==> config.mk <==
export PLATFORM = sky130hd
export DESIGN_NAME = cache_port_arbiter_flat
export DESIGN_NICKNAME = d
export VERILOG_FILES = /design/src/rtl/cache_arb_pkg.sv /design/src/rtl/cache_port_arbiter_if.sv /design/src/rtl/rr_arbiter_2.sv /design/src/rtl/cache_port_arbiter.sv /design/src/flat_wrapper.sv
export SDC_FILE = /design/constraint.sdc
export NUM_CORES = 1
export LEC_CHECK = 0
export CAP_MARGIN = 5
export CORE_ASPECT_RATIO = 1.5
export CORE_MARGIN = 10
export CORE_UTILIZATION = 48
export CTS_CLUSTER_DIAMETER = 120
export DETAILED_ROUTE_END_ITERATION = 8
export PLACE_DENSITY = 0.81
export SETUP_SLACK_MARGIN = 0.5
export SYNTH_ARGS = -nofsm -noshare
export SYNTH_HDL_FRONTEND = slang
export SYNTH_HIERARCHICAL = 1
export SYNTH_SLANG_ARGS = --single-unit
==> constraint.sdc <==
create_clock -name clk -period 3.4 [get_ports clk]
set_clock_uncertainty 0.2 [all_clocks]
set_input_delay 0.68 -clock clk [delete_from_list [all_inputs] [get_ports clk]]
set_output_delay 0.68 -clock clk [all_outputs]
set_load 0.02 [all_outputs]
==> src/rtl/cache_arb_pkg.sv <==
// Shared types and constants for the cache port arbiter.
// Provides FSM state encoding, port indices, bus widths and the cache request payload.
package cache_arb_pkg;

  localparam int unsigned DATA_W      = 32;
  localparam int unsigned ADDR_W      = 32;
  localparam int unsigned TIMEOUT_DEF = 64;
  localparam int unsigned CNT_W_DEF   = 16;

  localparam int unsigned P0 = 0;
  localparam int unsigned P1 = 1;

  typedef enum logic [1:0] {
    IDLE  = 2'd0,
    ISSUE = 2'd1,
    CHECK = 2'd2,
    WAIT  = 2'd3
  } state_e;

  // One cache access as seen on the cache input registers.
  typedef struct packed {
    logic              wr;
    logic [ADDR_W-1:0] addr;
    logic [DATA_W-1:0] data;
  } cache_req_t;

endpackage

==> src/rtl/cache_port_arbiter_if.sv <==
// Requester-side req/done handshake bundle.
// master: requester drives req/wr/addr/wdata, receives done/rdata.
// slave : arbiter receives the request, drives done/rdata.
interface cache_port_arbiter_if;
  import cache_arb_pkg::*;

  logic              req;
  logic              wr;
  logic [ADDR_W-1:0] addr;
  logic [DATA_W-1:0] wdata;
  logic              done;
  logic [DATA_W-1:0] rdata;

  modport master (output req, wr, addr, wdata, input done, rdata);
  modport slave  (input req, wr, addr, wdata, output done, rdata);
endinterface

==> src/rtl/rr_arbiter_2.sv <==
// Combinational two-way round-robin pick.
// Ports: req[1:0] requests, last_grant index of the previous tie winner,
//        grant[1:0] one-hot winner (all zero when nothing requests).
module rr_arbiter_2 (
  input  logic [1:0] req,
  input  logic       last_grant,
  output logic [1:0] grant
);

  // On a tie the port that did not win last time goes first.
  always_comb begin
    grant = 2'b00;
    case (req)
      2'b01:   grant = 2'b01;
      2'b10:   grant = 2'b10;
      2'b11:   grant = last_grant ? 2'b01 : 2'b10;
      default: grant = 2'b00;
    endcase
  end

endmodule

==> src/rtl/cache_port_arbiter.sv <==
// Shares one cache_4way port between instruction fetch (p0) and data (p1).
// Ports: clk/rst_n; p0/p1 requester handshakes; cache_data/addr/wr registered
//        to the cache; cache_response/miss/out from the cache; saturating
//        read hit/miss counters; sticky timeout_err.
// The cache only starts work when its inputs change, so identical reads are
// forced to differ by inverting the (don't-care) data word, and identical
// writes are completed locally.
module cache_port_arbiter
  import cache_arb_pkg::*;
#(
  parameter int unsigned TIMEOUT = TIMEOUT_DEF,
  parameter int unsigned CNT_W   = CNT_W_DEF
) (
  input  logic                clk,
  input  logic                rst_n,
  cache_port_arbiter_if.slave p0,
  cache_port_arbiter_if.slave p1,
  output logic [DATA_W-1:0]   cache_data,
  output logic [ADDR_W-1:0]   cache_addr,
  output logic                cache_wr,
  input  logic                cache_response,
  input  logic                cache_miss,
  input  logic [DATA_W-1:0]   cache_out,
  output logic [CNT_W-1:0]    hit_cnt,
  output logic [CNT_W-1:0]    miss_cnt,
  output logic                timeout_err
);

  localparam int unsigned WCNT_W = (TIMEOUT > 2) ? $clog2(TIMEOUT) : 1;

  state_e                  state_q, state_d;
  logic                    last_q, last_d;
  logic                    gnt_q, gnt_d;
  cache_req_t              cur_q, cur_d;
  cache_req_t              cache_q, cache_d;
  logic [1:0]              done_q, done_d;
  logic [1:0][DATA_W-1:0]  rdata_q, rdata_d;
  logic [CNT_W-1:0]        hit_q, hit_d, miss_q, miss_d;
  logic [WCNT_W-1:0]       wcnt_q, wcnt_d;
  logic                    terr_q, terr_d;

  logic [1:0]              req, grant;
  cache_req_t              win;
  logic                    same;
  logic                    complete, tmo;

  assign req = {p1.req, p0.req};

  rr_arbiter_2 u_rr (
    .req        (req),
    .last_grant (last_q),
    .grant      (grant)
  );

  // Winning request and whether the cache would see it as unchanged.
  assign win  = grant[P1] ? cache_req_t'{wr: p1.wr, addr: p1.addr, data: p1.wdata}
                          : cache_req_t'{wr: p0.wr, addr: p0.addr, data: p0.wdata};
  assign same = (win == cache_q);

  // Next-state and registered-output logic.
  always_comb begin
    state_d  = state_q;
    last_d   = last_q;
    gnt_d    = gnt_q;
    cur_d    = cur_q;
    cache_d  = cache_q;
    done_d   = 2'b00;
    rdata_d  = rdata_q;
    hit_d    = hit_q;
    miss_d   = miss_q;
    wcnt_d   = wcnt_q;
    terr_d   = terr_q;
    complete = 1'b0;
    tmo      = 1'b0;

    case (state_q)
      IDLE: begin
        // A done pulse in flight blocks arbitration so requesters can drop req.
        if (grant != 2'b00 && done_q == 2'b00) begin
          gnt_d = grant[P1];
          if (req == 2'b11) last_d = grant[P1];
          if (same && win.wr) begin
            done_d[grant[P1]] = 1'b1;
          end else begin
            cur_d = win;
            if (same) cur_d.data = ~cache_q.data;
            state_d = ISSUE;
          end
        end
      end
      ISSUE: begin
        cache_d = cur_q;
        state_d = CHECK;
      end
      CHECK: begin
        if (!cur_q.wr) begin
          if (cache_miss) begin
            if (miss_q != '1) miss_d = miss_q + CNT_W'(1);
          end else begin
            if (hit_q != '1) hit_d = hit_q + CNT_W'(1);
          end
        end
        if (cache_response) begin
          complete = 1'b1;
        end else begin
          wcnt_d  = '0;
          state_d = WAIT;
        end
      end
      WAIT: begin
        if (cache_response) begin
          complete = 1'b1;
        end else if (wcnt_q == WCNT_W'(TIMEOUT - 1)) begin
          complete = 1'b1;
          tmo      = 1'b1;
          terr_d   = 1'b1;
        end else begin
          wcnt_d = wcnt_q + WCNT_W'(1);
        end
      end
      default: state_d = IDLE;
    endcase

    // Completion: pulse done, return read data (zero on timeout).
    if (complete) begin
      done_d[gnt_q] = 1'b1;
      if (!cur_q.wr) rdata_d[gnt_q] = tmo ? '0 : cache_out;
      state_d = IDLE;
    end
  end

  // State and output registers.
  always_ff @(posedge clk or negedge rst_n) begin
    if (!rst_n) begin
      state_q <= IDLE;
      last_q  <= 1'b1;
      gnt_q   <= 1'b0;
      cur_q   <= '0;
      cache_q <= '0;
      done_q  <= 2'b00;
      rdata_q <= '0;
      hit_q   <= '0;
      miss_q  <= '0;
      wcnt_q  <= '0;
      terr_q  <= 1'b0;
    end else begin
      state_q <= state_d;
      last_q  <= last_d;
      gnt_q   <= gnt_d;
      cur_q   <= cur_d;
      cache_q <= cache_d;
      done_q  <= done_d;
      rdata_q <= rdata_d;
      hit_q   <= hit_d;
      miss_q  <= miss_d;
      wcnt_q  <= wcnt_d;
      terr_q  <= terr_d;
    end
  end

  assign p0.done     = done_q[P0];
  assign p1.done     = done_q[P1];
  assign p0.rdata    = rdata_q[P0];
  assign p1.rdata    = rdata_q[P1];
  assign cache_data  = cache_q.data;
  assign cache_addr  = cache_q.addr;
  assign cache_wr    = cache_q.wr;
  assign hit_cnt     = hit_q;
  assign miss_cnt    = miss_q;
  assign timeout_err = terr_q;

endmodule

==> src/flat_wrapper.sv <==
// flat-port wrapper written by rule: the top's interface ports become plain ports
module cache_port_arbiter_flat import cache_arb_pkg::*;
#(
  parameter int unsigned TIMEOUT = TIMEOUT_DEF,
  parameter int unsigned CNT_W   = CNT_W_DEF
)
  (clk, rst_n, cache_data, cache_addr, cache_wr, cache_response, cache_miss, cache_out, hit_cnt, miss_cnt, timeout_err, p0_req, p0_wr, p0_addr, p0_wdata, p0_done, p0_rdata, p1_req, p1_wr, p1_addr, p1_wdata, p1_done, p1_rdata);
  cache_port_arbiter_if p0_i ();
  cache_port_arbiter_if p1_i ();
  input  logic clk;
  input  logic rst_n;
  output logic [DATA_W-1:0] cache_data;
  output logic [ADDR_W-1:0] cache_addr;
  output logic cache_wr;
  input  logic cache_response;
  input  logic cache_miss;
  input  logic [DATA_W-1:0] cache_out;
  output logic [CNT_W-1:0] hit_cnt;
  output logic [CNT_W-1:0] miss_cnt;
  output logic timeout_err;
  input wire logic [$bits(p0_i.req)-1:0] p0_req;
  input wire logic [$bits(p0_i.wr)-1:0] p0_wr;
  input wire logic [$bits(p0_i.addr)-1:0] p0_addr;
  input wire logic [$bits(p0_i.wdata)-1:0] p0_wdata;
  output wire logic [$bits(p0_i.done)-1:0] p0_done;
  output wire logic [$bits(p0_i.rdata)-1:0] p0_rdata;
  input wire logic [$bits(p1_i.req)-1:0] p1_req;
  input wire logic [$bits(p1_i.wr)-1:0] p1_wr;
  input wire logic [$bits(p1_i.addr)-1:0] p1_addr;
  input wire logic [$bits(p1_i.wdata)-1:0] p1_wdata;
  output wire logic [$bits(p1_i.done)-1:0] p1_done;
  output wire logic [$bits(p1_i.rdata)-1:0] p1_rdata;
  assign p0_i.req = p0_req;
  assign p0_i.wr = p0_wr;
  assign p0_i.addr = p0_addr;
  assign p0_i.wdata = p0_wdata;
  assign p0_done = p0_i.done;
  assign p0_rdata = p0_i.rdata;
  assign p1_i.req = p1_req;
  assign p1_i.wr = p1_wr;
  assign p1_i.addr = p1_addr;
  assign p1_i.wdata = p1_wdata;
  assign p1_done = p1_i.done;
  assign p1_rdata = p1_i.rdata;
  cache_port_arbiter #(.TIMEOUT(TIMEOUT), .CNT_W(CNT_W)) u_core (.clk(clk), .rst_n(rst_n), .p0(p0_i), .p1(p1_i), .cache_data(cache_data), .cache_addr(cache_addr), .cache_wr(cache_wr), .cache_response(cache_response), .cache_miss(cache_miss), .cache_out(cache_out), .hit_cnt(hit_cnt), .miss_cnt(miss_cnt), .timeout_err(timeout_err));
endmodule
Yosys cells after proc, flatten, opt, wreduce, memory -nomap -nowiden. Index checks and enable logic that the tools add are counted.

Bits in registers: 239. Bits of input ports: 168. Output and inout bits: 164. Word-level logic and storage cells: 94.

Add/sub/neg operators: 3. $lt $le $gt $ge: 4. Eq/ne operators: 16. Muxes and demuxes: 31. Bitwise logic cells: 6. Reductions and logical operators: 18.

Operators by type and width (number): $mux 32 (3); $eq 65x65->1 (1); $mux 65 (1); $bwmux 64 (1); $add 16x1->16 const B (2); $demux 32 s1 (1); $ne 16x16->1 const B (2); $not 32->32 (1); $mux 2 (9); $mux 6 (3); $reduce_and 4->1 (4); $pmux 2 s3 (2); $pmux 6 s2 (1); $reduce_and 3->1 (3); $eq 2x2->1 const B (4); $mux 1 (7); $add 6x1->6 const B (1); $eq 6x6->1 const B (1); $ne 2x2->1 const B (3); $ne 3x2->1 const B (2); $eq 2x1->1 const B (2); $logic_and 1x1->1 (4); $logic_not 2->1 (2); $lt 1x2->1 const B (2); 9 further kinds (16).

Longest topological paths before layout. Gate-level depths: netlist (run 1).

Word-level depth: 11. Gate-level depth with buffers: 13. Mapped depth without buffers: 9.

Hierarchy. The synthesis (run 1) kept the hierarchy.

Modules (own cells, without submodules): cache_port_arbiter (times used 1, cells each 1028, area each 11403.4 um^2, seq. area each 5982.0 um^2); rr_arbiter_2 (times used 1, cells each 3, area each 18.8 um^2, seq. area each 0.0 um^2).

Least setup slack after synthesis (run 1). No wires, ideal clock.

Kind: input to register. Start point: input p1_req. End point: register u_core/cur_q[28] (netlist bit). Library setup time: 123 ps. Arrival time: 2781 ps. Data required time: 3077 ps. Path slack: 297 ps. Stages: 13. Buffers on the path: 5. Cell sequence: a21boi_0 > buf_6 > buf_6 > buf_6 > mux2i_1 > xnor2_1 > nor4_1 > nand3_1 > nor3_1 > a21oi_1 > buf_2 > buf_2 > o221a_2.

Longest elaborated chain between the ends: 7. Elaborated cells on any way between the ends: 12. Those cells by class: eq/ne: 4; mux: 3; bitwise: 1; reduce/logical: 4.

Ends and longest elaborated chain: from (decl) (RTL line flat_wrapper.sv:27) `input wire logic [$bits(p1_i.req)-1:0] p1_req;`; $eq 2x2->1 / $eq 2x1->1 (equally long branches) (RTL line rr_arbiter_2.sv:13) `case (req)`; $pmux 2 s3 * (RTL line rr_arbiter_2.sv:13); $mux 65 (RTL line cache_port_arbiter.sv:56) `assign win = grant[P1] ? cache_req_t'{wr: p1.wr, addr: p1.addr, data: p1.wdata}`; $eq 65x65->1 (RTL line cache_port_arbiter.sv:58) `assign same = (win == cache_q);`; $logic_and 1x1->1 (RTL line cache_port_arbiter.sv:82) `if (same && win.wr) begin`; $not 1->1 (no line); $reduce_and 3->1 (no line); to (signal assigned) (RTL line cache_port_arbiter.sv:150) `cur_q <= cur_d;`; to (decl) (RTL line cache_port_arbiter.sv:34) `cache_req_t cur_q, cur_d;`.

Mark *: on every way between the ends. The rest lies on a longest branch, timed or not. A chain may end at the register's enable or synchronous reset.

Worst setup path in the final report (run 1).
Start point: register u_core.last_q. End point: register u_core/cur_q[31] (netlist bit).

Longest elaborated chain between the ends: 7. Elaborated cells on any way between the ends: 10. Those cells by class: eq/ne: 1; mux: 4; bitwise: 1; reduce/logical: 4.

Ends and longest elaborated chain: from (decl) (RTL line cache_port_arbiter.sv:32) `logic last_q, last_d;`; from (signal assigned) (RTL line cache_port_arbiter.sv:148) `last_q <= last_d;`; $mux 2 * (RTL line rr_arbiter_2.sv:16) `2'b11: grant = last_grant ? 2'b01 : 2'b10;`; $pmux 2 s3 * (RTL line rr_arbiter_2.sv:13); net u_core.grant[1] (RTL line cache_port_arbiter.sv:42) `logic [1:0] req, grant;`; $mux 65 (RTL line cache_port_arbiter.sv:56); $eq 65x65->1 (RTL line cache_port_arbiter.sv:58); $logic_and 1x1->1 (RTL line cache_port_arbiter.sv:82); $not 1->1 (no line); $reduce_and 3->1 (no line).

The timed path passes the listed nets; every way through them passes the cells marked *.

==> flow_summary.yaml, run 1 <==
status:
  outcome: "completed"
sta:
  final.min_clock_period_ns: 3.30
  timing_hold_violations_final: 0
  rsz0062_at_grt: "yes"
  layout_worst_path_cycle_share_pct: 96.9
  worst-slew-pin-transition_ns: 1.03
  clock.fmax_mhz: 303
  timing_max_transition_violations_final: 0
  finalSetupViolCount: 0
  hold-worst-slack_ns: 0.272
  relSlewSlack_pct: 31.5
setup_path:
  crit_slowest_cell: "sky130_fd_sc_hd__dfstp_2"
  crit_required_ns: 3.60
  start_kind: "flop"
  setup.worst_path.end_class: "flop"
  worst-r2r-setup-slack_ns: 0.10
  worst-setup-path-type: "reg -> reg"
  critPathTopFamily: "buffers and inverters"
  timing.critical_path.slowest_cell_delay_ns: 0.55
  critical_path.startpoint: "u_core/last_q$_DFFE_PN1P_"
  critical-path-top-cell-by-count: "sky130_fd_sc_hd__buf_6"
  worstPathArrival_ns: 3.50
  cp_num_buf_inv: 7
  start_of_the_worst_register_to_register_path: "u_core/last_q$_DFFE_PN1P_"
  timing.critical_path.cells: "a21boi_4, buf_8, buf_6, buf_16, mux2i_4, buf_6, xnor2_2, nor4_2, nand3_4, nor3_4, buf_4, buf_6, a21oi_4, buf_12, o221a_2"
  cp_max_fo: 24
floorplan:
  floorplan.initialDensity_pct: 48.5
  floorplan.rows: 69
  die_footprint_sq_mm: 0.0305
  ios: 332
  core_area_sq_mm: 0.0236
  die_width_um: 146
  die-height_um: 209
synthesis:
  synth.top_cell.area_share_pct: 52.1
  synth.ff_latch_count: 239
  synthesis.instances: 1031
  synth.area.top_cells: "sky130_fd_sc_hd__dfrtp_1 (52%), sky130_fd_sc_hd__mux2i_1 (8.5%), sky130_fd_sc_hd__xnor2_1 (6.7%)"
  ys_async_sr_fraction_pct: 100
  ys_seq_area_share_pct: 52.4
  postSynth.topFlopCell: "sky130_fd_sc_hd__dfrtp_1"
  avgSynthCellArea_sq_um: 11.1
  synth.distinct_cells: 42
  netlist_area_before_placement_sq_mm: 0.0114
  yosysWarningCount: 6
  postSynthNetCount: 1207
  synth-edff-count: 0
  yosysTopAreaCell: "sky130_fd_sc_hd__dfrtp_1"
clock_tree:
  cts_tree: "yes"
  cts.sinks: 239
  clockRootBuffer: "sky130_fd_sc_hd__clkbuf_16"
  cts_buffer_depth: 3
  worstSkewPairLatency_ns: 0.52
  ctsHtreeMaxLevel: 1
  clkTransAtPathRegs_ns: 0.06
  cts_made_buffers: 24
power_and_ir_drop:
  power-per-cell-area_mw_per_mm2: 861
  power.static_leakage_nw: 7.50
  ir_drop_mv: 0.718
global_routing:
  grt_antenna_before_repair: 1
  grt_first_pass_wirelength_um: 58500
  grt_use_total_pct: 24.1
  grt_overflow: 0
  grt_max_degree: 85
  first_global_vias: 10200
hold_path:
  hold_path.startpoint: "u_core/timeout_err$_DFFE_PN0P_"
  min_path_type: "reg -> reg"
final_layout:
  layout.filler_cells: 1571
  area.growth.synth_to_final_pct: 53.6
  final_cell_count_no_fill: 1785
  layout.nets: 1626
  layout-drive-gt1-share_pct: 21.9
detailed_routing:
  detailedRoute.firstPassIterationCount: 5
  drt-vias-per-instance: 5.36
  route.vias.total: 9575
  drt_first_iter_violations: 475
  drt-wirelength-per-cell_um: 21.4
  postRouteAntennaNets: 0
  postRouteWirelength_um: 38200
  drc_errors: 0
placement:
  placed_cells: 1706
  place_congestion: 0.865
  io_buffers: 331
  dpl_hpwl_um: 26800
run:
  cap_violations: 0
## timing repair
action,CTS,global route
resized for setup,78,15
buffers inserted,27,1
gates cloned,7,1
pin swaps,18,3
hold endpoints to repair,66,0
hold buffers,1,0
endpoints found under the setup margin,69,73
## Yosys cell counts (2+ instances only)
library cell	number
sky130_fd_sc_hd__nand4_1	13
sky130_fd_sc_hd__nand2b_1	3
sky130_fd_sc_hd__ha_1	8
sky130_fd_sc_hd__nand2_1	149
sky130_fd_sc_hd__o221a_1	6
sky130_fd_sc_hd__and3_1	34
sky130_fd_sc_hd__nor4_1	15
sky130_fd_sc_hd__nor2_1	8
sky130_fd_sc_hd__a21oi_1	3
sky130_fd_sc_hd__dfrtp_1	238
sky130_fd_sc_hd__nor3_1	5
sky130_fd_sc_hd__mux2_2	67
sky130_fd_sc_hd__a32o_1	2
sky130_fd_sc_hd__o31ai_1	2
sky130_fd_sc_hd__mux2i_1	97
sky130_fd_sc_hd__buf_6	10
sky130_fd_sc_hd__and4_1	4
sky130_fd_sc_hd__inv_1	39
sky130_fd_sc_hd__nor2b_1	5
sky130_fd_sc_hd__or3_1	3
sky130_fd_sc_hd__o221a_2	26
sky130_fd_sc_hd__and2_1	6
sky130_fd_sc_hd__o21ai_0	75
sky130_fd_sc_hd__buf_2	7
sky130_fd_sc_hd__clkbuf_1	44
sky130_fd_sc_hd__xor2_1	7
sky130_fd_sc_hd__a41o_1	4
sky130_fd_sc_hd__nand3_1	48
sky130_fd_sc_hd__buf_4	3
sky130_fd_sc_hd__xnor2_1	88
## logic make-up after synthesis
group | share of synthesized area, %
simple gates | 12.3
flops | 52.4
mux | 15.1
compound gates | 7.82
buf+inv | 4.22
xor+xnor | 7.28
fa+ha+maj | 0.876
## flip-flops by register name (all words and copies together) (netlist names)
| signal | cells |
|---|---|
| u_core/last_q | 1 |
| u_core/done_q | 2 |
| u_core/wcnt_q | 6 |
| u_core/p0.rdata | 32 |
| u_core/miss_cnt | 16 |
| u_core/cur_q | 65 |
| u_core/cache_wr | 1 |
| u_core/cache_data | 32 |
| u_core/hit_cnt | 16 |
| u_core/gnt_q | 1 |
| u_core/timeout_err | 1 |
| u_core/cache_addr | 32 |
| u_core/state_q | 2 |
| u_core/p1.rdata | 32 |
## report_power, final
group | internal [W] | leakage, nW | switching (W)
logic | 0.00381 | 4.24 | 0.00353
registers | 0.00409 | 2.89 | 0.00102
clock network | 0.00156 | 0.379 | 0.00108
## worst paths after layout
path,endpoint,depth (start not counted)
min in group asynchronous,u_core/p0.rdata[20]$_DFFE_PN0P_,2
min reg2reg,u_core/timeout_err$_DFFE_PN0P_,1
max,u_core/cur_q[31]$_DFFE_PN0P_,15
max reg2reg,u_core/cur_q[31]$_DFFE_PN0P_,15
min,u_core/timeout_err$_DFFE_PN0P_,1
max in group asynchronous,u_core/cache_data[3]$_DFFE_PN0P_,3
## placed cells by master (no fill, tap or decap), types with 23 or more instances in the layout
cell / n
sky130_fd_sc_hd__buf_4: 84
sky130_fd_sc_hd__clkbuf_16: 26
sky130_fd_sc_hd__and3_1: 34
sky130_fd_sc_hd__dfrtp_1: 238
sky130_fd_sc_hd__mux2i_2: 23
sky130_fd_sc_hd__o21ai_0: 75
sky130_fd_sc_hd__inv_1: 39
sky130_fd_sc_hd__xnor2_1: 79
sky130_fd_sc_hd__nand3_1: 46
sky130_fd_sc_hd__nand2_1: 149
sky130_fd_sc_hd__mux2_2: 67
sky130_fd_sc_hd__mux2i_1: 61
sky130_fd_sc_hd__clkdlybuf4s50_1: 328
sky130_fd_sc_hd__buf_12: 24
## worst reg2reg max path, cell delays in order (launching register included)
cell                       delay (ns)
sky130_fd_sc_hd__dfstp_2         0.55
sky130_fd_sc_hd__a21boi_4        0.08
sky130_fd_sc_hd__buf_8           0.14
sky130_fd_sc_hd__buf_6           0.12
sky130_fd_sc_hd__buf_16          0.15
sky130_fd_sc_hd__mux2i_4         0.21
sky130_fd_sc_hd__buf_6           0.13
sky130_fd_sc_hd__xnor2_2         0.13
sky130_fd_sc_hd__nor4_2          0.35
sky130_fd_sc_hd__nand3_4         0.14
sky130_fd_sc_hd__nor3_4          0.19
sky130_fd_sc_hd__buf_4           0.13
sky130_fd_sc_hd__buf_6           0.10
sky130_fd_sc_hd__a21oi_4         0.09
sky130_fd_sc_hd__buf_12          0.19
sky130_fd_sc_hd__o221a_2         0.28
## final cells by class
class	instances	area [sq um]	area share [%]
Tap cell	319	399	2.28
Sequential cell	239	5980	34.1
Timing Repair Buffer	457	4780	27.2
Clock buffer	36	697	3.97
Multi-Input combinational cell	689	5460	31.1
Clock inverter	5	78.8	0.449
Inverter	39	146	0.835
Antenna cell	1	2.50	0.0143
## through the flow
stage	util, %	power [W]	worst slack [ns]	cell area, sq um	TNS, ns
2_1_floorplan	-	0.00867	0.393	11500	0
3_3_place_gp	66.8	0.0117	-0.691	15800	-44.01
3_5_place_dp	66.8	0.0119	-0.722	15800	-44.03
4_1_cts	73.8	0.0150	0.175	17400	0
5_1_grt	74.4	0.0159	-0.0221	17500	-0.162
6_report	74.4	0.0151	0.105	17500	0
## layer usage
layer	part of all wire [%]	track usage, %
met1	36	26.1
met2	52	43.3
met3	9.0	7.94
met5	0	0
met4	3.1	7.48
Note: power is estimated with default switching activity, not from simulation.
==> run 2, diff against run 1 <==
Settings changed: CORE_ASPECT_RATIO 1.5 to 0.75, SLEW_MARGIN set to 10.
==> flow_summary.yaml, run 2 (synthesized netlist as in run 1, its figures left out) <==
setup_path:
  crit_required_ns: 3.61
  regToRegEndpoint: "u_core/cur_q[6]$_DFFE_PN0P_"
  start_of_the_worst_register_to_register_path: "u_core/last_q$_DFFE_PN1P_"
  cp_max_fo: 8
  worstPathArrival_ns: 3.61
  rr_worst_depth: 14
  worst-r2r-setup-slack_ns: -0.004
  start_kind: "input port"
  critical_path.endpoint: "u_core/cur_q[6]$_DFFE_PN0P_"
  setup.worst_path.end_class: "flop"
  critical_path.startpoint: "p1_req"
  worst-setup-path-type: "in -> reg"
final_layout:
  final-seq-area_sq_mm: 0.00598
  layout.filler_cells: 1453
  multiInputGateArea_sq_mm: 0.00547
  flip_flop_count_of_the_largest_register_after_layout: 65
  layout-drive-gt1-share_pct: 22.3
  layout.nets: 1638
  final_util_pct: 76.3
  area.growth.synth_to_final_pct: 54.8
  most_common_cell_after_layout_fill_and_taps_aside: "sky130_fd_sc_hd__clkdlybuf4s50_1"
  final_cell_mix: "sky130_fd_sc_hd__clkdlybuf4s50_1 (328), sky130_fd_sc_hd__dfrtp_1 (238), sky130_fd_sc_hd__nand2_1 (149)"
  registers.top_by_ff_count: "u_core/cur_q"
status:
  outcome: "finished, violations left"
  failed_checks: "negative setup slack"
detailed_routing:
  drt-wirelength-per-cell_um: 21.5
  route.vias.total: 9722
  drt_first_iter_violations: 725
  drc_errors: 0
  postRouteAntennaNets: 0
  drt-vias-per-instance: 5.46
  postRouteWirelength_um: 38300
  detailedRoute.firstPassIterationCount: 5
placement:
  preCtsSetupSlack_ns: -0.819
  place_congestion: 0.860
  io_buffers: 331
  dpl_hpwl_um: 25900
floorplan:
  core_area_sq_mm: 0.0232
  floorplan.rows: 48
  die-height_um: 154
  floorplan.initialDensity_pct: 49.3
  die_footprint_sq_mm: 0.0304
  ios: 332
  die_width_um: 198
run:
  cap_violations: 0
global_routing:
  grt_overflow: 0
  grt_max_degree: 95
  grt_antenna_before_repair: 1
  first_global_vias: 10200
  grt_first_pass_wirelength_um: 58600
  grt_use_total_pct: 24.0
hold_path:
  min_path_type: "reg -> reg"
clock_tree:
  cts_made_buffers: 25
  cts_buffer_depth: 3
  worstSkewPairLatency_ns: 0.52
  clkTransAtPathRegs_ns: 0.07
  ctsHtreeMaxLevel: 1
  clockRootBuffer: "sky130_fd_sc_hd__clkbuf_16"
  cts.sinks: 239
  cts_tree: "yes"
sta:
  fin_tns_setup_ns: -0.00408
  finalSetupViolCount: 1
  final.min_clock_period_ns: 3.40
  rsz0062_at_grt: "yes"
  final_worst_setup_slack_ns: -0.00408
  timing_max_transition_violations_final: 0
  layout_worst_path_cycle_share_pct: 100
  relSlewSlack_pct: 64.7
  clock.fmax_mhz: 294
  worst-slew-pin-transition_ns: 0.529
  timing_hold_violations_final: 0
power_and_ir_drop:
  ir_drop_mv: 0.553
  power.static_leakage_nw: 7.59
  power-per-cell-area_mw_per_mm2: 884
[run 2: cell count changes in the layout (fill, tap and decap cells not counted), moves of 6 or more]
cell	previous run	this run
sky130_fd_sc_hd__buf_6	7	20
sky130_fd_sc_hd__mux2i_1	61	67
sky130_fd_sc_hd__o221a_2	20	6
sky130_fd_sc_hd__o221a_4	6	20
sky130_fd_sc_hd__xnor2_1	79	85
sky130_fd_sc_hd__xnor2_2	9	3
[run 2: worst min path at each step]
stage               slack (ns)                            from  cells past startpoint                          endpoint
global placement          0.25  u_core/timeout_err$_DFFE_PN0P_                      1    u_core/timeout_err$_DFFE_PN0P_
floorplan                 0.18                           rst_n                      0  u_core/cache_addr[0]$_DFFE_PN0P_
detailed placement        0.26  u_core/timeout_err$_DFFE_PN0P_                      1    u_core/timeout_err$_DFFE_PN0P_
finish                    0.27  u_core/timeout_err$_DFFE_PN0P_                      1    u_core/timeout_err$_DFFE_PN0P_
global route              0.29  u_core/timeout_err$_DFFE_PN0P_                      1    u_core/timeout_err$_DFFE_PN0P_
CTS                       0.28  u_core/timeout_err$_DFFE_PN0P_                      1    u_core/timeout_err$_DFFE_PN0P_
[run 2: area by class of cell]
class	instances	area share (%)
Clock inverter	12	0.672
Multi-Input combinational cell	689	31.0
Antenna cell	1	0.0142
Inverter	39	0.828
Tap cell	300	2.12
Clock buffer	33	3.99
Timing Repair Buffer	468	27.6
Sequential cell	239	33.8
[run 2: metrics by stage]
step	hold slack [ns]	power [W]	std cells	cell area [sq um]
4_1_cts	0.275	0.0154	1774	17400
3_3_place_gp	0.251	0.0117	1689	15800
2_1_floorplan	0.184	0.00867	1031	11500
5_1_grt	0.291	0.0164	1781	17700
6_report	0.273	0.0156	1781	17700
3_5_place_dp	0.258	0.0119	1689	15800
[run 2: repair_timing]
item | CTS | global route
resized for setup | 72 | 34
pin swaps | 10 | 8
buffers inserted | 33 | 3
hold buffers | 1 | 0
setup endpoints to repair | 70 | 76
endpoints found under the hold margin | 58 | 0
cloned | 6 | 3
[run 2: layer usage]
metal  track usage, %  part of all wire (%)
met5                0                     0
met4             6.03                   2.6
met3             5.80                   7.0
met2             40.0                    50
met1             30.8                    40
[run 2: worst max-delay path, stage by stage]
cell and delay [ns]:
sky130_fd_sc_hd__clkdlybuf4s15_2 0.20, sky130_fd_sc_hd__a21boi_4 0.28, sky130_fd_sc_hd__buf_12 0.15, sky130_fd_sc_hd__buf_16 0.14, sky130_fd_sc_hd__buf_4 0.17, sky130_fd_sc_hd__mux2i_2 0.33
sky130_fd_sc_hd__xnor2_1 0.15, sky130_fd_sc_hd__nor4_1 0.17, sky130_fd_sc_hd__nand4_1 0.25, sky130_fd_sc_hd__nor3_4 0.27, sky130_fd_sc_hd__buf_6 0.14, sky130_fd_sc_hd__a21oi_4 0.09
sky130_fd_sc_hd__buf_6 0.16, sky130_fd_sc_hd__clkbuf_16 0.16, sky130_fd_sc_hd__o221a_4 0.25
[run 2: power by group]
| part | switching (W) | internal, W |
|---|---|---|
| sequential | 0.00107 | 0.00409 |
| clock | 0.00116 | 0.00161 |
| combinational | 0.00357 | 0.00413 |
| total | 0.00579 | 0.00983 |
==> run 3, diff against run 2 <==
Settings changed: CELL_PAD_IN_SITES_DETAIL_PLACEMENT set to 0, CELL_PAD_IN_SITES_GLOBAL_PLACEMENT set to 2, CORE_UTILIZATION 48 to 30, PLACE_DENSITY 0.81 to unset, PLACE_DENSITY_LB_ADDON set to 0.1.
==> flow_summary.yaml, run 3 (synthesized netlist as in run 1, its figures left out) <==
status:
  outcome: "completed"
floorplan:
  floorplan.initialDensity_pct: 30.6
  die_footprint_sq_mm: 0.0464
  die_width_um: 245
  die-height_um: 189
  core_area_sq_mm: 0.0373
  ios: 332
  floorplan.rows: 61
power_and_ir_drop:
  power.static_leakage_nw: 7.48
  power.share.combinational_pct: 48.0
  clock_power_share_pct: 19.1
  cellInternalPower_w: 0.00972
  sequentialPowerShare_pct: 32.9
  ir_drop_mv: 0.419
  power.switching_w: 0.00564
  power-per-cell-area_mw_per_mm2: 863
  power_switching_share_pct: 36.7
final_layout:
  layout.filler_cells: 3426
  layout.nets: 1628
  registers.top_by_ff_count: "u_core/cur_q"
  final_cell_count_no_fill: 1975
  stdcell_area_sq_mm: 0.0178
  most_common_cell_after_layout_fill_and_taps_aside: "sky130_fd_sc_hd__clkdlybuf4s50_1"
  insertedDiodeCount: 0
  flip_flop_count_of_the_largest_register_after_layout: 65
  area.growth.synth_to_final_pct: 55.7
  final_cell_mix: "sky130_fd_sc_hd__clkdlybuf4s50_1 (328), sky130_fd_sc_hd__dfrtp_1 (238), sky130_fd_sc_hd__nand2_1 (149)"
  layout-drive-gt1-share_pct: 22.1
global_routing:
  first_global_vias: 9479
  grt_use_total_pct: 16.6
  grt_max_degree: 72
  grt_antenna_before_repair: 0
  grt_overflow: 0
  grt_first_pass_wirelength_um: 60100
sta:
  finalSetupViolCount: 0
  fin_tns_setup_ns: 0
  final.min_clock_period_ns: 3.33
  timing_hold_violations_final: 0
  relSlewSlack_pct: 48.2
  layout_worst_path_cycle_share_pct: 97.8
  timing_max_transition_violations_final: 0
  worst-slew-pin-transition_ns: 0.769
  rsz0062_at_grt: "yes"
  clock.fmax_mhz: 301
clock_tree:
  clkTransAtPathRegs_ns: 0.06
  worstSkewPairLatency_ns: 0.55
  cts_tree: "yes"
  clockRootBuffer: "sky130_fd_sc_hd__clkbuf_16"
  cts.sinks: 239
  ctsHtreeMaxLevel: 1
  cts_buffer_depth: 3
  cts_made_buffers: 28
run:
  cap_violations: 0
detailed_routing:
  drt-wirelength-per-cell_um: 20.1
  detailedRoute.firstPassIterationCount: 5
  postRouteWirelength_um: 39700
  route.vias.total: 9157
  drc_errors: 0
  drt-vias-per-instance: 4.64
  postRouteAntennaNets: 0
  drt_first_iter_violations: 544
setup_path:
  start_kind: "input port"
  worst-r2r-setup-slack_ns: 0.08
  worstPathArrival_ns: 3.56
  crit_required_ns: 3.63
  rr_worst_depth: 13
  start_of_the_worst_register_to_register_path: "u_core/last_q$_DFFE_PN1P_"
  regToRegEndpoint: "u_core/cur_q[1]$_DFFE_PN0P_"
  cp_max_fo: 6
  setup.worst_path.end_class: "flop"
  worst-setup-path-type: "in -> reg"
placement:
  place_congestion: 0.751
  postPlaceCellArea_sq_mm: 0.0161
  io_buffers: 331
  dpl_hpwl_um: 28400
  placed_cells: 1907
hold_path:
  hold_path.startpoint: "u_core/timeout_err$_DFFE_PN0P_"
  hold_depth: 1
  worstHoldEndpoint: "u_core/timeout_err$_DFFE_PN0P_"
  min_path_type: "reg -> reg"
## run 3: cell count changes in the layout (fill, tap and decap cells not counted), sizes merged, moves of 2 or more
cell,change
buf,-13
clkbuf,+8
clkinv,-4
clkinvlp,-2
bufbuf,+2
## run 3: routing by layer
layer / up-vias / global-route usage (%) / routed length [um] / share of wire (%)
li1: 4451 / - / - / -
met3: 43 / 3.56 / 1910 / 4.8
met2: 190 / 26.6 / 19100 / 48
met5: - / 0 / 0 / 0
met4: 0 / 3.41 / 655 / 1.7
met1: 4473 / 22.5 / 18000 / 45
## run 3: cell type report
type                       count  area (sq um)  share of cell area (%)
multi-input combinational    689          5480                    30.8
inverter                      39           146                   0.823
clock inverter                 5          50.0                   0.281
sequential                   239          5980                    33.6
tap                          504           631                    3.54
clock buffer                  44           832                    4.68
timing repair buffer         455          4670                    26.3
## run 3: timing repair
action                                  in CTS  in global routing
hold buffers                                 1                  0
buffers inserted                            11                  1
endpoints found under the setup margin      69                 88
resized for setup                           55                 38
cloned                                       6                  0
endpoints found under the hold margin       66                  0
pin swaps                                    7                  8
## run 3: how the worst max path moves through the flow
stage                               from                      endpoint  slack [ns]  depth (start not counted)
2_1_floorplan                     p1_req  u_core/cur_q[28]$_DFFE_PN0P_        0.39                         13
3_3_place_gp                      p1_req  u_core/cur_q[47]$_DFFE_PN0P_       -0.91                         14
3_5_place_dp                      p1_req  u_core/cur_q[47]$_DFFE_PN0P_       -0.96                         15
4_1_cts        u_core/last_q$_DFFE_PN1P_  u_core/cur_q[16]$_DFFE_PN0P_        0.06                         14
5_1_grt        u_core/last_q$_DFFE_PN1P_  u_core/cur_q[35]$_DFFE_PN0P_      -0.003                         16
6_report                          p1_req   u_core/cur_q[1]$_DFFE_PN0P_        0.07                         14
## run 3: power by group through the flow
stage / Sequential (W) / Clock (W) / Combinational [W]
after floorplan: 0.00582 / 0 / 0.00285
after global placement: 0.00507 / 0 / 0.00695
after CTS: 0.00505 / 0.00304 / 0.00742
final: 0.00505 / 0.00293 / 0.00738
after detailed placement: 0.00506 / 0 / 0.00700
after global routing: 0.00525 / 0.00315 / 0.00792
## run 3: critical path, stage by stage
cell                            delay, ns
sky130_fd_sc_hd__dlygate4sd2_1       0.22
sky130_fd_sc_hd__a21boi_4            0.23
sky130_fd_sc_hd__buf_6               0.14
sky130_fd_sc_hd__buf_12              0.14
sky130_fd_sc_hd__buf_12              0.15
sky130_fd_sc_hd__mux2i_4             0.28
sky130_fd_sc_hd__buf_6               0.15
sky130_fd_sc_hd__xnor2_4             0.07
sky130_fd_sc_hd__nor4_2              0.28
sky130_fd_sc_hd__nand4_1             0.19
sky130_fd_sc_hd__nor3_4              0.29
sky130_fd_sc_hd__a21oi_4             0.15
sky130_fd_sc_hd__bufbuf_16           0.30
sky130_fd_sc_hd__o221a_2             0.25
## run 3: per-stage QoR
stage | setup WS [ns] | hold slack (ns) | util [%] | total power (W)
global placement | -0.905 | 0.254 | 43.2 | 0.0120
global route | -0.00278 | 0.306 | 47.7 | 0.0163
finish | 0.0746 | 0.263 | 47.7 | 0.0154
detailed placement | -0.961 | 0.254 | 43.2 | 0.0121
CTS | 0.0631 | 0.267 | 47.1 | 0.0155
floorplan | 0.393 | 0.184 | - | 0.00867
